--- src/rtl/pla_vector_scanner.sv ---
// pla_vector_scanner: drives every input vector to a reference and an optimized PLA netlist,
// flags the first output disagreement and compacts the optimized output into a MISR signature.
module pla_vector_scanner #(
    parameter int          N_IN   = 19,
    parameter int          SETTLE = 0,
    parameter int          SIG_W  = 32,
    parameter logic [31:0] POLY   = 32'h04C11DB7
) (
    input  logic             clk,
    input  logic             rst,
    input  logic             start,
    input  logic             abort,
    input  logic             stop_on_mismatch,
    output logic [N_IN-1:0]  x,
    input  logic             y_ref,
    input  logic             y_dut,
    output logic             busy,
    output logic             done,
    output logic             mismatch,
    output logic [N_IN-1:0]  fail_vec,
    output logic [SIG_W-1:0] signature,
    output logic [N_IN:0]    vec_count
);
    typedef enum logic [1:0] {IDLE, RUN, DONE} state_t;
    state_t           r_state;
    logic [7:0]       r_settle;
    logic             r_stop;
    logic [N_IN-1:0]  r_x;
    logic [N_IN-1:0]  r_fail;
    logic             r_busy;
    logic             r_done;
    logic             r_mis;
    logic [SIG_W-1:0] r_sig;
    logic [N_IN:0]    r_cnt;
    logic             w_sample;
    logic             w_diff;
    logic             w_finish;
    logic [SIG_W-1:0] w_sig_next;
    assign w_sample   = r_settle == SETTLE[7:0];
    assign w_diff     = y_ref ^ y_dut;
    // a scan ends on the last vector, on a stopping mismatch, or on abort (sample still taken first)
    assign w_finish   = abort || (w_sample && ((&r_x) || (w_diff && r_stop)));
    assign w_sig_next = {r_sig[SIG_W-2:0], 1'b0} ^ (r_sig[SIG_W-1] ? POLY[SIG_W-1:0] : '0) ^ SIG_W'(y_dut);
    always_ff @(posedge clk) begin
        if (rst) begin
            r_state  <= IDLE;
            r_settle <= '0;
            r_stop   <= 1'b0;
            r_x      <= '0;
            r_fail   <= '0;
            r_busy   <= 1'b0;
            r_done   <= 1'b0;
            r_mis    <= 1'b0;
            r_sig    <= '0;
            r_cnt    <= '0;
        end else begin
            r_done <= 1'b0;
            case (r_state)
                IDLE: if (start) begin
                    r_x      <= '0;
                    r_sig    <= '0;
                    r_cnt    <= '0;
                    r_mis    <= 1'b0;
                    r_fail   <= '0;
                    r_settle <= '0;
                    r_stop   <= stop_on_mismatch;
                    r_busy   <= 1'b1;
                    r_state  <= RUN;
                end
                RUN: begin
                    if (w_sample) begin
                        r_sig <= w_sig_next;
                        r_cnt <= r_cnt + (N_IN+1)'(1);
                        if (w_diff && !r_mis) begin
                            r_mis  <= 1'b1;
                            r_fail <= r_x;
                        end
                    end
                    if (w_finish) begin
                        r_state <= DONE;
                        r_busy  <= 1'b0;
                        r_done  <= 1'b1;
                    end else if (w_sample) begin
                        r_x      <= r_x + N_IN'(1);
                        r_settle <= '0;
                    end else begin
                        r_settle <= r_settle + 8'd1;
                    end
                end
                default: r_state <= IDLE;
            endcase
        end
    end
    assign x         = r_x;
    assign busy      = r_busy;
    assign done      = r_done;
    assign mismatch  = r_mis;
    assign fail_vec  = r_fail;
    assign signature = r_sig;
    assign vec_count = r_cnt;
endmodule

--- config.mk ---
export PLATFORM = sky130hd
export DESIGN_NAME = pla_vector_scanner
export DESIGN_NICKNAME = d
export VERILOG_FILES = /design/src/rtl/pla_vector_scanner.sv
export SDC_FILE = /design/constraint.sdc
export NUM_CORES = 1
export LEC_CHECK = 0
export ABC_AREA = 1
export BUFFER_PORTS_ARGS = -buffer_cell sky130_fd_sc_hd__buf_2
export CAP_MARGIN = 20
export CORE_MARGIN = 2
export CORE_UTILIZATION = 50
export DETAILED_ROUTE_END_ITERATION = 6
export PLACE_DENSITY_LB_ADDON = 0.12
export SLEW_MARGIN = 25
export SYNTH_ARGS = -nofsm -noshare
export SYNTH_HDL_FRONTEND = slang
export SYNTH_SLANG_ARGS = --single-unit
--- constraint.sdc ---
create_clock -name clk -period 2 [get_ports clk]
set_input_delay 0.3 -clock clk [delete_from_list [all_inputs] [get_ports clk]]
set_output_delay 0.3 -clock clk [all_outputs]
set_load 0.02 [all_outputs]
==> reports/qor.csv <==
metric,value,unit
yosysWarnings,0,
avgSynthCellArea,7.17,um2
globalplace.congestion,1.01,
yosysTopAreaCellShare,0.406,
async_flop_share,0,
cts_max_level,3,
tightest_slew,409,ps
synth_area,5130,um2
grt_max_degree,33,
insertedDiodeCount,0,
ys_top_cells_by_area,"dfxtp_1 (41%), nand2_1 (10%), a21oi_1 (7.5%), nor2_1 (6.4%), nand3_1 (4.9%)",
min_period,1820,ps
cp_max_fo,32,
synth_enable_flop_cells,0,
syn_inst,715,
relSlewSlack,0.727,
clock-sinks,104,
cp-start-kind,flop,
drtIter0Drc,343,
cts_root_buf,clkbuf_8,
wl_per_cell,14.5,um
post-route-period-util,0.910,
finalMaxSlewViolations,0,
numCtsBuffers,9,
clk_pin_slew,90,ps
post-dp-hpwl,9810,um
synth_ff_type,dfxtp_1,
drc_errors,0,
r2r_start,r_state[0]$_SDFFE_PP0P_,
maxCapViolCount,0,
fp.dieH,105,um
worstHoldPathType,in -> reg,
die_width,105,um
wl,13800,um
syn-num-nets,726,
dpl.cell_count,939,
crit_start,r_state[0]$_SDFFE_PP0P_,
fin_worst_skew,8.92,ps
final_nets,828,
fp-row-count,36,
finalPower,4.43,mW
yosysTopAreaCell,dfxtp_1,
path_class,reg -> reg,
leakage,2.52,nW
crit_arrival,2120,ps
rsz0062_at_grt,no,
whs,177,ps
cts_tree,yes,
start_util,0.520,
place.port_buffers,99,
fin_util,0.614,
overflow,0,
timing.fmax,550,MHz
ys_ff_latch,104,
grt_pass1_wl,22400,um
yosysUniqueCellTypes,36,
crit_required,2300,ps
vdd_ir_drop_max,0.552,mV
detail-route-antenna-nets,0,
cts_buffer_depth,2,
clock_latency,370,ps
tns,0,ps
finalHoldViolations,0,
drive_above_1_share,0.248,
antenna_found_initial,0,
final_cells,955,
via_per_inst,5.37,
vias,5131,
syn_to_final_growth,18.1,%
powerDensity,732,nW/um2
status,finished clean,
seq_area_frac_synth,0.406,
setup_viol,0,
grt_pass1_vias,4514,
fp.coreArea,9860,um2
pin_count,100,
post_cts_buffers,0,
dieArea,11100,um2
grt.total_usage,0.247,
critPathCaptureType,flop,
hold_path_startpoint,stop_on_mismatch,
drt_first_pass_iters,5,
[cell families (layout without fill, tap and decap cells)]
kind of cell             count (synthesis)  in the layout  synth area share
AND/OR/NAND/NOR                        341            341             0.309
AO/OA/AOI/OAI                          159            159             0.175
flip-flops                             104            104             0.406
buffers and inverters                   99            206            0.0866
XOR/XNOR                                 8              8            0.0137
adder cells (fa/ha/maj)                  4              4           0.00976
[area by class of cell]
class                           count  area (um2)
Inverter                           61         229
Multi-Input combinational cell    512        2620
Fill cell                         911        3810
Tap cell                          133         166
Clock buffer                       12         155
Sequential cell                   104        2080
Clock inverter                      4        51.3
Timing Repair Buffer              129         746
[flip-flops by register name (all words and copies together), names as in the netlist]
name	flops
mismatch	1
done	1
busy	1
fail_vec	19
r_state	2
vec_count	20
r_settle	8
r_stop	1
signature	32
x	19
[cell usage in the layout (no fill, tap or decap), types with 6 or more instances in the layout]
cell / instances
a21oi_1: 77
a21oi_2: 10
buf_2: 99
buf_4: 28
clkbuf_8: 11
dfxtp_1: 103
inv_1: 44
inv_2: 16
nand2_1: 137
nand2_2: 6
nand3_1: 50
nand3_2: 10
nand4_1: 12
nor2_1: 86
nor3_1: 20
o211ai_1: 14
o21ai_0: 34
o21ai_1: 6
o22ai_1: 13
xor2_1: 7
[synthesized netlist by cell type, types with 4 or more instances]
cell / instances
buf_2: 7
nand3_2: 10
nand2_1: 138
inv_1: 44
o22ai_1: 13
ha_1: 4
o211ai_1: 14
clkbuf_1: 20
nor2_1: 87
nor3_1: 20
a21oi_1: 77
nand4_1: 12
o21ai_0: 34
buf_6: 7
o21ai_1: 6
xor2_1: 7
nand2_2: 5
nor3_2: 4
dfxtp_1: 104
nand3_1: 50
a21oi_2: 10
inv_2: 16
[critical path: stages, from the launching register on]
cell and delay, ps:
dfxtp_1 320, inv_2 70, nand2_1 50, nor2_1 280
inv_2 180, nand2_4 210, buf_4 340, o211ai_1 140
a21oi_1 150
[metal layers]
layer	routed length (um)	share of wire	track usage
met1	6340	0.46	0.352
met2	6360	0.46	0.383
met3	873	0.063	0.0377
met4	230	0.017	0.0810
met5	0	0	0
[worst paths after layout]
kind,endpoint,slack [ps],depth (start not counted)
max,signature[12]$_SDFFE_PP0P_,180,8
min,r_stop$_SDFFE_PP0P_,180,3
max reg2reg,signature[12]$_SDFFE_PP0P_,180,8
min reg2reg,fail_vec[8]$_SDFFE_PP0P_,470,2
[what timing repair did]
item                                    4_1_cts  5_1_grt
hold endpoints to repair                      0        0
hold buffers                                  0        0
endpoints found under the setup margin        0       14
resized for setup                             0        5
[report_power, final]
part / switching, mW / leakage [nW] / internal [mW]
logic: 0.553 / 1.57 / 0.259
registers: 0.0834 / 0.845 / 2.16
clock network: 0.726 / 0.103 / 0.651
[stage by stage]
step / setup WS, ps / instance area (um2)
floorplan: 134 / 5130
global placement: 195 / 5820
detailed placement: 161 / 5820
CTS: 148 / 6030
global route: 10.1 / 6050
finish: 180 / 6050
Note: power is estimated with default switching activity, not from simulation.
